[config.mk]
export PLATFORM = sky130hd
export DESIGN_NAME = bp_fe_branch_resolve_queue_flat
export DESIGN_NICKNAME = d
export VERILOG_FILES = /design/src/rtl/bp_fe_branch_resolve_queue_pkg.sv /design/src/rtl/bp_fe_branch_resolve_queue_if.sv /design/src/rtl/bp_fe_brq_ptr.sv /design/src/rtl/bp_fe_branch_resolve_queue.sv /design/src/flat_wrapper.sv
export SDC_FILE = /design/constraint.sdc
export NUM_CORES = 1
export LEC_CHECK = 0
export ABC_CLOCK_PERIOD_IN_PS = 5700
export BUFFER_PORTS_ARGS = -buffer_cell sky130_fd_sc_hd__buf_2
export CORE_MARGIN = 5
export CORE_UTILIZATION = 55
export DETAILED_ROUTE_END_ITERATION = 10
export GPL_ROUTABILITY_DRIVEN = 0
export PLACE_DENSITY = 0.74
export SLEW_MARGIN = 20
export SYNTH_ARGS = -nofsm -noshare
export SYNTH_HDL_FRONTEND = slang
export SYNTH_SLANG_ARGS = --single-unit
[constraint.sdc]
create_clock -name clk_i -period 5.7 [get_ports clk_i]
set_input_delay 0.57 -clock clk_i [delete_from_list [all_inputs] [get_ports clk_i]]
set_output_delay 0.57 -clock clk_i [all_outputs]
set_load 0.05 [all_outputs]
[src/rtl/bp_fe_branch_resolve_queue_pkg.sv]
// Shared defaults and small helpers for the branch resolution queue.
package bp_fe_branch_resolve_queue_pkg;

  localparam int brq_bht_idx_width_c = 8;
  localparam int brq_els_c           = 8;

  // BHT "correct" bit: actual direction matches the predicted direction.
  function automatic logic brq_correct(input logic res_taken, input logic pred_taken);
    return res_taken ~^ pred_taken;
  endfunction

endpackage

[src/rtl/bp_fe_branch_resolve_queue_if.sv]
// Fetch/backend/BHT-update signal bundle of the branch resolution queue.
interface bp_fe_branch_resolve_queue_if #(
  parameter int bht_idx_width_p = bp_fe_branch_resolve_queue_pkg::brq_bht_idx_width_c,
  parameter int els_p           = bp_fe_branch_resolve_queue_pkg::brq_els_c
);
  localparam int lg_els_lp = $clog2(els_p);

  logic                       pred_v_i;
  logic [bht_idx_width_p-1:0] pred_idx_i;
  logic                       pred_taken_i;
  logic                       pred_ready_o;
  logic [lg_els_lp-1:0]       pred_id_o;

  logic                       res_v_i;
  logic [lg_els_lp-1:0]       res_id_i;
  logic                       res_taken_i;
  logic                       flush_i;

  logic                       upd_v_o;
  logic [bht_idx_width_p-1:0] upd_idx_o;
  logic                       upd_correct_o;
  logic                       upd_pred_taken_o;
  logic                       upd_ready_i;
  logic [lg_els_lp:0]         count_o;

  // Queue side
  modport slave (
    input  pred_v_i, pred_idx_i, pred_taken_i,
    output pred_ready_o, pred_id_o,
    input  res_v_i, res_id_i, res_taken_i, flush_i,
    output upd_v_o, upd_idx_o, upd_correct_o, upd_pred_taken_o,
    input  upd_ready_i,
    output count_o
  );

  // Fetch / backend / BHT side
  modport master (
    output pred_v_i, pred_idx_i, pred_taken_i,
    input  pred_ready_o, pred_id_o,
    output res_v_i, res_id_i, res_taken_i, flush_i,
    input  upd_v_o, upd_idx_o, upd_correct_o, upd_pred_taken_o,
    output upd_ready_i,
    input  count_o
  );
endinterface

[src/rtl/bp_fe_brq_ptr.sv]
// Wrap-bit queue pointer: lg(els_p) slot bits plus one wrap bit, with increment and load.
module bp_fe_brq_ptr #(
  parameter int els_p = 8
) (
  input  logic                   clk_i,
  input  logic                   reset_i,
  input  logic                   inc_i,
  input  logic                   load_i,
  input  logic [$clog2(els_p):0] load_val_i,
  output logic [$clog2(els_p):0] ptr_o
);

  // Load has priority over increment; the wrap bit falls out of the natural carry.
  always_ff @(posedge clk_i) begin
    if (reset_i)     ptr_o <= '0;
    else if (load_i) ptr_o <= load_val_i;
    else if (inc_i)  ptr_o <= ptr_o + 1'b1;
  end

endmodule

[src/rtl/bp_fe_branch_resolve_queue.sv]
// Branch resolution queue: in-order retirement of out-of-order resolved BHT
// predictions, producing one BHT update per retired entry.
module bp_fe_branch_resolve_queue
  import bp_fe_branch_resolve_queue_pkg::*;
#(
  parameter int bht_idx_width_p = brq_bht_idx_width_c,
  parameter int els_p           = brq_els_c
) (
  input  logic                      clk_i,
  input  logic                      reset_i,
  bp_fe_branch_resolve_queue_if.slave brq
);

  localparam int lg_els_lp = $clog2(els_p);
  localparam int ptr_w_lp  = lg_els_lp + 1;

  typedef struct packed {
    logic [bht_idx_width_p-1:0] idx;
    logic                       pred_taken;
    logic                       resolved;
    logic                       res_taken;
  } entry_s;

  entry_s mem_r [els_p];

  logic [ptr_w_lp-1:0]  head_r, tail_r, count, tail_trunc;
  logic [lg_els_lp-1:0] head_lo, tail_lo, res_off;
  logic                 full, empty, enq, res_occ, res_acc, mispred, retire;
  entry_s               head_e, res_e;

  assign head_lo = head_r[lg_els_lp-1:0];
  assign tail_lo = tail_r[lg_els_lp-1:0];
  assign empty   = (head_r == tail_r);
  assign full    = (head_lo == tail_lo) && (head_r[lg_els_lp] != tail_r[lg_els_lp]);
  assign count   = tail_r - head_r;

  assign head_e  = mem_r[head_lo];
  assign res_e   = mem_r[brq.res_id_i];

  // A slot is occupied when its distance from head is below the occupancy.
  assign res_off    = brq.res_id_i - head_lo;
  assign res_occ    = ({1'b0, res_off} < count);
  assign res_acc    = brq.res_v_i & res_occ & ~res_e.resolved & ~brq.flush_i;
  assign mispred    = res_acc & (brq.res_taken_i != res_e.pred_taken);
  // Truncate just past the mispredicted slot; full-width add keeps the wrap bit consistent.
  assign tail_trunc = head_r + {1'b0, res_off} + 1'b1;

  assign enq    = brq.pred_v_i & ~full & ~brq.flush_i & ~mispred;
  assign retire = brq.upd_v_o & brq.upd_ready_i;

  bp_fe_brq_ptr #(.els_p(els_p)) head_ptr (
    .clk_i      (clk_i),
    .reset_i    (reset_i),
    .inc_i      (retire),
    .load_i     (brq.flush_i),
    .load_val_i ('0),
    .ptr_o      (head_r)
  );

  bp_fe_brq_ptr #(.els_p(els_p)) tail_ptr (
    .clk_i      (clk_i),
    .reset_i    (reset_i),
    .inc_i      (enq),
    .load_i     (brq.flush_i | mispred),
    .load_val_i (brq.flush_i ? '0 : tail_trunc),
    .ptr_o      (tail_r)
  );

  // Entry storage: resolved bits are control and get cleared; payload fields are not reset.
  always_ff @(posedge clk_i) begin
    if (reset_i || brq.flush_i) begin
      for (int i = 0; i < els_p; i++) mem_r[i].resolved <= 1'b0;
    end else begin
      if (enq) begin
        mem_r[tail_lo].idx        <= brq.pred_idx_i;
        mem_r[tail_lo].pred_taken <= brq.pred_taken_i;
        mem_r[tail_lo].resolved   <= 1'b0;
        mem_r[tail_lo].res_taken  <= 1'b0;
      end
      if (res_acc) begin
        mem_r[brq.res_id_i].resolved  <= 1'b1;
        mem_r[brq.res_id_i].res_taken <= brq.res_taken_i;
      end
    end
  end

  assign brq.pred_ready_o     = ~full;
  assign brq.pred_id_o        = tail_lo;
  assign brq.count_o          = count;
  // Update fields are zero when no update is offered so idle outputs stay clean.
  assign brq.upd_v_o          = ~empty & head_e.resolved;
  assign brq.upd_idx_o        = brq.upd_v_o ? head_e.idx : '0;
  assign brq.upd_correct_o    = brq.upd_v_o & brq_correct(head_e.res_taken, head_e.pred_taken);
  assign brq.upd_pred_taken_o = brq.upd_v_o & head_e.pred_taken;

endmodule

[src/flat_wrapper.sv]
// flat-port wrapper written by rule: the top's interface ports become plain ports
module bp_fe_branch_resolve_queue_flat import bp_fe_branch_resolve_queue_pkg::*;
#(
  parameter int bht_idx_width_p = brq_bht_idx_width_c,
  parameter int els_p           = brq_els_c
)
  (clk_i, reset_i, brq_pred_v_i, brq_pred_idx_i, brq_pred_taken_i, brq_pred_ready_o, brq_pred_id_o, brq_res_v_i, brq_res_id_i, brq_res_taken_i, brq_flush_i, brq_upd_v_o, brq_upd_idx_o, brq_upd_correct_o, brq_upd_pred_taken_o, brq_upd_ready_i, brq_count_o);
  bp_fe_branch_resolve_queue_if #(.bht_idx_width_p(bht_idx_width_p), .els_p(els_p)) brq_i ();
  input  logic clk_i;
  input  logic reset_i;
  input wire logic [$bits(brq_i.pred_v_i)-1:0] brq_pred_v_i;
  input wire logic [$bits(brq_i.pred_idx_i)-1:0] brq_pred_idx_i;
  input wire logic [$bits(brq_i.pred_taken_i)-1:0] brq_pred_taken_i;
  output wire logic [$bits(brq_i.pred_ready_o)-1:0] brq_pred_ready_o;
  output wire logic [$bits(brq_i.pred_id_o)-1:0] brq_pred_id_o;
  input wire logic [$bits(brq_i.res_v_i)-1:0] brq_res_v_i;
  input wire logic [$bits(brq_i.res_id_i)-1:0] brq_res_id_i;
  input wire logic [$bits(brq_i.res_taken_i)-1:0] brq_res_taken_i;
  input wire logic [$bits(brq_i.flush_i)-1:0] brq_flush_i;
  output wire logic [$bits(brq_i.upd_v_o)-1:0] brq_upd_v_o;
  output wire logic [$bits(brq_i.upd_idx_o)-1:0] brq_upd_idx_o;
  output wire logic [$bits(brq_i.upd_correct_o)-1:0] brq_upd_correct_o;
  output wire logic [$bits(brq_i.upd_pred_taken_o)-1:0] brq_upd_pred_taken_o;
  input wire logic [$bits(brq_i.upd_ready_i)-1:0] brq_upd_ready_i;
  output wire logic [$bits(brq_i.count_o)-1:0] brq_count_o;
  assign brq_i.pred_v_i = brq_pred_v_i;
  assign brq_i.pred_idx_i = brq_pred_idx_i;
  assign brq_i.pred_taken_i = brq_pred_taken_i;
  assign brq_pred_ready_o = brq_i.pred_ready_o;
  assign brq_pred_id_o = brq_i.pred_id_o;
  assign brq_i.res_v_i = brq_res_v_i;
  assign brq_i.res_id_i = brq_res_id_i;
  assign brq_i.res_taken_i = brq_res_taken_i;
  assign brq_i.flush_i = brq_flush_i;
  assign brq_upd_v_o = brq_i.upd_v_o;
  assign brq_upd_idx_o = brq_i.upd_idx_o;
  assign brq_upd_correct_o = brq_i.upd_correct_o;
  assign brq_upd_pred_taken_o = brq_i.upd_pred_taken_o;
  assign brq_i.upd_ready_i = brq_upd_ready_i;
  assign brq_count_o = brq_i.count_o;
  bp_fe_branch_resolve_queue #(.bht_idx_width_p(bht_idx_width_p), .els_p(els_p)) u_core (.clk_i(clk_i), .reset_i(reset_i), .brq(brq_i));
endmodule
==> results by group, run 1 <==
Status
  • Outcome: finished clean

Clock tree
  • CTS tree: built
  • Sink Count: 99
  • Max clock buf depth: 2
  • Worst skew pair latency: 0.36 ns
  • Register clock-pin slew on the reported worst setup and hold paths: 0.09 ns
  • Inserted Clock Buffers: 9
  • Cts repair resizes: 0
  • CTS Root Buffer Type: clkbuf_8
  • H-tree depth: 3
  • Hold_buf cts: 0
  • Setup Buffers After CTS: 0

Global routing
  • Total grt overflow: 0
  • Pin count of the biggest net entering global routing: 23
  • Number of global-route vias before repair: 2,714
  • Global-route wire length before repair: 14,800 um
  • Total track usage: 19.0%
  • Initial antenna violation count: 0

Finish
  • Fill count: 676
  • Commonest non-fill, non-tap cells in the layout: edfxtp_1, buf_2, mux4_2
  • Leading cell type in the layout, fill and taps excluded: edfxtp_1
  • Nets: 388
  • Ant. Diodes: 0
  • Area growth from synthesis to layout: 8.09%
  • Share of layout cells above drive strength 1: 26.5%

Worst setup path
  • R2R Setup Slk: 2.12 ns
  • CP max FO: 14
  • Reg2Reg Launch Point: u_core.tail_ptr.ptr_o[0]
  • CP arrival: 3.63 ns
  • Endpoint class of the critical path: flip-flop
  • Most common cell on crit path: inv_1
  • Slowest CP cell: fa_1
  • FF-to-FF End: u_core.mem_r[1][0]
  • Critical path startpoint category: flip-flop
  • Crit path buf inv count: 3
  • Family with the most delay on the worst path: compound AO/OA/AOI/OAI gates
  • Kind of critical path: flip-flop to flip-flop
  • CP peak stage delay: 0.54 ns
  • Worst Setup SP: u_core.tail_ptr.ptr_o[0]
  • Crit path cell chain: inv_1, ha_1, inv_1, fa_1, inv_1, ha_1, o21a_1, o21a_1, o22ai_4, nand4b_1, o22ai_1
  • Crit path required time: 5.75 ns
  • Worst reg2reg path depth: 11

Yosys
  • Cells after Synth: 325
  • Ys async rst share: 0%
  • Post-Syn Area: 4790 um^2
  • #FFs+latches synth: 99
  • Post-synth EDFFs: 80
  • Netlist cell types: 52
  • Largest cells by area after synthesis: edfxtp_1, mux4_2, dfxtp_1
  • Avg Inst Size Synth: 14.8 um^2
  • Synth warn: 0
  • Top FF cell, synth: edfxtp_1
  • Yosys top cell by area: edfxtp_1
  • Post-synthesis sequential area ratio: 58.0%
  • Synth top area share: 50.1%
  • Synth Net Count: 358

Timing
  • Final setup violation count: 0
  • Fin. Hold Viols: 0
  • RSZ-0062 raised after global routing: false
  • Final Hold Slack: 0.469 ns
  • Relative slew slack: 40.8%
  • Final min period: 3.58 ns
  • Clock Skew: 0.00949 ns
  • Final Cycle Share: 62.8%
  • Maximum clock rate: 279 MHz
  • Post-Route Setup TNS: 0 ns
  • Slew Viols, Final: 0
  • Worst-Margin Slew: 0.888 ns

Power
  • Pint: 1.01 mW
  • Maximum vdd drop: 0.000144 V
  • Flop pwr share: 60.2%
  • LEAKAGE: 1.71 nW
  • Combinational group share of total power: 6.4%
  • Power Dens Cells: 252 nW/um^2
  • Switching share of total power: 22.5%
  • Switching Power: 0.294 mW
  • Clock power share: 33.4%

Job
  • Max capacitance violation total: 0

Floorplanning
  • FP Rows: 34
  • Die height: 103 um
  • Die ar.: 10,700 um^2
  • I/O pins: 38
  • Initial Utilization: 55.8%
  • Core area: 8590 um^2
  • Horiz. Die Dim: 103 um

Detailed routing
  • Antenna Nets Post-Route: 0
  • DR vias: 2,868
  • DRT Wirelength: 9530 um
  • Wirelength per Cell: 20.4 um
  • Vias per cell: 6.14
  • Initial DRC count: 239
  • # DRC: 0
  • DRT Pass-1 Iters: 5

Min path
  • Hold Path Cell Cnt: 1
  • Worst hold path endpoint: u_core.mem_r[3][10]
  • Worst hold path class: input pin to flip-flop
  • Hold Path Origin: brq_pred_idx_i[7]

Place
  • Hpwl dp: 6550 um
  • Port bufs: 37
==> registers in the layout, indices dropped and copies added (netlist names), named ones only <==
register               count
u_core.mem_r              88
u_core.head_ptr.ptr_o      4
u_core.tail_ptr.ptr_o      4
==> worst max-delay path by stage <==
stage / slack, ns / endpoint / cells past startpoint
floorplan: 2.58 / u_core.mem_r[0][0] / 12
global placement: 2.01 / u_core.mem_r[1][0] / 12
detailed placement: 1.83 / u_core.mem_r[1][0] / 12
CTS: 2.15 / u_core.mem_r[1][0] / 10
global route: 1.89 / u_core.mem_r[1][0] / 11
finish: 2.12 / u_core.mem_r[1][0] / 11
==> metrics by stage <==
stage / utilization [%] / cell area, um^2 / worst slack (ns) / power (mW) / instances
floorplan: - / 4790 / 2.58 / 0.864 / 325
global placement: 58.1 / 4990 / 2.01 / 0.883 / 452
detailed placement: 58.1 / 4990 / 1.83 / 0.886 / 452
CTS: 60.3 / 5180 / 2.15 / 1.31 / 467
global route: 60.3 / 5180 / 1.89 / 1.35 / 467
finish: 60.3 / 5180 / 2.12 / 1.30 / 467
==> cell type report <==
type	instances	area, um^2	share of cell area [%]
flip-flops and latches	99	2780	53.7
well taps	108	135	2.61
clock inverters	6	65.1	1.26
repair buffers	41	215	4.15
clock buffers	9	124	2.39
multi-input cells	187	1800	34.7
inverters	17	63.8	1.23
==> kinds of logic after synthesis <==
kind of cell | after synthesis | share of synthesized area, %
flops | 99 | 58.0
simple gates | 68 | 7.33
compound gates | 51 | 8.82
mux | 41 | 14.8
buf+inv | 39 | 4.49
fa+ha+maj | 14 | 4.12
xor+xnor | 13 | 2.37
==> power by group through the flow <==
stage / registers (mW) / logic, mW / clock network (mW)
floorplan: 0.801 / 0.0630 / 0
global placement: 0.802 / 0.0811 / 0
detailed placement: 0.802 / 0.0835 / 0
CTS: 0.785 / 0.0837 / 0.444
global route: 0.786 / 0.0917 / 0.472
finish: 0.785 / 0.0839 / 0.435
==> cell usage after synthesis (2+ instances only) <==
cell / instances
nand3_1: 6
a211oi_1: 2
xnor2_1: 10
edfxtp_1: 80
fa_1: 3
xor2_1: 3
a31oi_2: 6
mux2i_1: 17
a21oi_1: 5
o211ai_1: 2
o31ai_1: 2
a31oi_4: 2
buf_2: 4
nor2_1: 17
nand2_1: 15
nand4_1: 6
clkbuf_1: 6
or4_1: 2
nor3_1: 8
o221ai_1: 2
a21o_1: 2
mux4_2: 24
o22ai_1: 16
dfxtp_1: 19
o21a_1: 2
or2_1: 2
buf_6: 4
o21ai_0: 3
buf_4: 6
and3_1: 2
inv_1: 16
ha_1: 11
==> per-layer routing <==
layer | up-vias | track usage [%] | share of wire [%]
met2 | 98 | 30.3 | 50
met5 | - | 0 | 0
li1 | 1324 | - | -
met4 | 0 | 7.17 | 2.1
met1 | 1432 | 26.0 | 43
met3 | 14 | 3.49 | 5.2
Power figures use the tool's default switching activity.
==> inputs of run 2 (changes only) <==
ABC_CLOCK_PERIOD_IN_PS = 3600   (was 5700)
clock period = 3.6 ns   (was 5.7 ns; I/O delays follow)
==> run 2 against run 1 <==
Compared with the run above: routed wire length is 3.6% higher; worst hold slack worse by 0.19 ns; setup slack worse by 1.8 ns; sequential share of layout area fell by 1.0 points; register-to-register slack lost 1.8 ns; critical path type unchanged.
==> results by group, run 2 (same netlist as run 1, synthesis figures left out) <==
Power
  • LEAKAGE: 1.78 nW (+3.8%)
  • Combinational group share of total power: 6.4% (about the same)
  • Clock power share: 35.3% (+1.9 points)
  • Switching share of total power: 23.9% (+1.4 points)
  • Pint: 1.62 mW (+61%)
  • Maximum vdd drop: 0.000231 V (+61%)
  • Power Dens Cells: 404 nW/um^2 (+60%)
  • Flop pwr share: 58.3% (-1.9 points)
  • Switching Power: 0.511 mW (+74%)

Finish
  • Area growth from synthesis to layout: 10.2%
  • Share of layout cells above drive strength 1: 28.6% (+2.2 points)
  • Area occupied by multi-input gates: 1800 um^2 (unchanged)
  • Largest reg by FF count: u_core.mem_r
  • Leading cell type in the layout, fill and taps excluded: edfxtp_1
  • Register area: 2780 um^2 (unchanged)
  • Ant. Diodes: 0 (unchanged)
  • Final Core Density: 61.5% (+1.2 points)
  • Nets: 398 (+2.6%)
  • Fill count: 695 (+2.8%)
  • Max reg flops: 88 (unchanged)
  • Post-route cell area: 5290 um^2 (+2.0%)
  • Largest regs: u_core.mem_r: 88 flops, u_core.head_ptr.ptr_o: 4 flops, u_core.tail_ptr.ptr_o: 4 flops
  • Commonest non-fill, non-tap cells in the layout: edfxtp_1, buf_2, mux4_2

Floorplanning
  • FP Rows: 34 (unchanged)
  • Horiz. Die Dim: 103 um (unchanged)
  • Core area: 8590 um^2 (unchanged)
  • Initial Utilization: 55.8% (unchanged)
  • I/O pins: 38 (unchanged)
  • Die ar.: 10,700 um^2 (unchanged)
  • Die height: 103 um (unchanged)

Worst setup path
  • CP arrival: 3.39 ns (-0.24 ns)
  • Kind of critical path: flip-flop to flip-flop
  • CP max FO: 12 (-2)
  • Crit path required time: 3.66 ns (-2.09 ns)
  • Endpoint class of the critical path: flip-flop
  • Critical path startpoint category: flip-flop

Place
  • DP Area: 5070 um^2 (+1.5%)
  • Port bufs: 37 (unchanged)
  • Hpwl dp: 7170 um (+9.5%)
  • Place WS: 0.170 ns (-1.66 ns)

Detailed routing
  • # DRC: 0 (unchanged)
  • DR vias: 2,874 (+0.21%)
  • Wirelength per Cell: 20.7 um (+1.2%)
  • Initial DRC count: 163 (-32%)
  • Vias per cell: 6.01 (-2.1%)
  • Antenna Nets Post-Route: 0 (unchanged)
  • DRT Wirelength: 9870 um (+3.6%)
  • DRT Pass-1 Iters: 4 (-1)

Timing
  • Final Hold Slack: 0.278 ns (-0.192 ns)
  • Slew Viols, Final: 0 (unchanged)
  • Relative slew slack: 34.8% (-6.1 points)
  • Worst-Margin Slew: 0.972 ns (+0.0838 ns)
  • RSZ-0062 raised after global routing: false
  • Maximum clock rate: 301 MHz (+7.7%)
  • Clock Skew: 0.0183 ns (+0.00877 ns)
  • Final worst slack: 0.273 ns (-1.85 ns)
  • Final Cycle Share: 92.4% (+30 points)
  • Post-Route Setup TNS: 0 ns (unchanged)
  • Final min period: 3.33 ns (-0.255 ns)
  • Final setup violation count: 0 (unchanged)
  • Fin. Hold Viols: 0 (unchanged)

Clock tree
  • Cts repair resizes: 0 (unchanged)
  • Worst skew pair latency: 0.37 ns (about the same)
  • Inserted Clock Buffers: 9 (unchanged)
  • Hold_buf cts: 0 (unchanged)
  • H-tree depth: 3 (unchanged)
  • CTS Root Buffer Type: clkbuf_8
  • Max clock buf depth: 2 (unchanged)
  • Setup Buffers After CTS: 0 (unchanged)
  • Sink Count: 99 (unchanged)
  • Register clock-pin slew on the reported worst setup and hold paths: 0.11 ns (+0.02 ns)
  • CTS tree: built

Min path
  • Worst hold path class: input pin to flip-flop

Global routing
  • Total grt overflow: 0 (unchanged)
  • Global-route wire length before repair: 15,600 um (+5.5%)
  • Total track usage: 20.0% (+1.0 points)
  • Initial antenna violation count: 0 (unchanged)
  • Pin count of the biggest net entering global routing: 20 (-13%)
  • Number of global-route vias before repair: 3,016 (+11%)

Job
  • Max capacitance violation total: 0 (unchanged)

Status
  • Outcome: finished clean
-- run 2: worst paths after layout --
kind,from,endpoint,slack [ns],cells past startpoint
max,u_core.tail_ptr.ptr_o[0],u_core.mem_r[7][0],0.27,11
min,brq_pred_taken_i,u_core.mem_r[0][2],0.28,1
max reg2reg,u_core.tail_ptr.ptr_o[0],u_core.mem_r[7][0],0.27,11
min reg2reg,u_core.mem_r[5][1],u_core.mem_r[5][1],0.50,2
-- run 2: final cells by class --
cell class	instances	area share [%]
timing repair buffer	51	5.49
multi-input combinational	187	34.0
inverter	17	1.21
clock inverter	7	1.75
tap	108	2.56
clock buffer	9	2.34
sequential	99	52.7
-- run 2: worst max-delay path, cell delays in order (launching register included) --
cell and delay, ns:
dfxtp_1 0.38, inv_1 0.16, ha_1 0.18, inv_1 0.06, fa_1 0.52, inv_1 0.05, ha_1 0.29, o21a_1 0.11
o21a_1 0.20, o22ai_4 0.41, nand4_2 0.38, o22ai_1 0.30
-- run 2: per-layer routing --
layer  vias up  global-route usage, %  wire length, um
met3        13                   3.89              544
met4         0                   7.27              154
met1      1428                   23.4             3880
met5         -                      0                0
met2        89                   36.3             5300
li1       1344                      -                -
-- run 2: power by group through the flow --
stage / logic, mW / clock network, mW / registers [mW]
after floorplan: 0.0997 / 0 / 1.27
after global placement: 0.136 / 0 / 1.27
after detailed placement: 0.138 / 0 / 1.27
after CTS: 0.139 / 0.764 / 1.24
after global routing: 0.149 / 0.814 / 1.24
final: 0.138 / 0.754 / 1.24
-- run 2: through the flow --
| stage | power, mW | instances |
|---|---|---|
| 5_1_grt | 2.21 | 478 |
| 4_1_cts | 2.15 | 478 |
| 3_5_place_dp | 1.41 | 462 |
| 3_3_place_gp | 1.41 | 462 |
| 2_1_floorplan | 1.37 | 325 |
| 6_report | 2.13 | 478 |
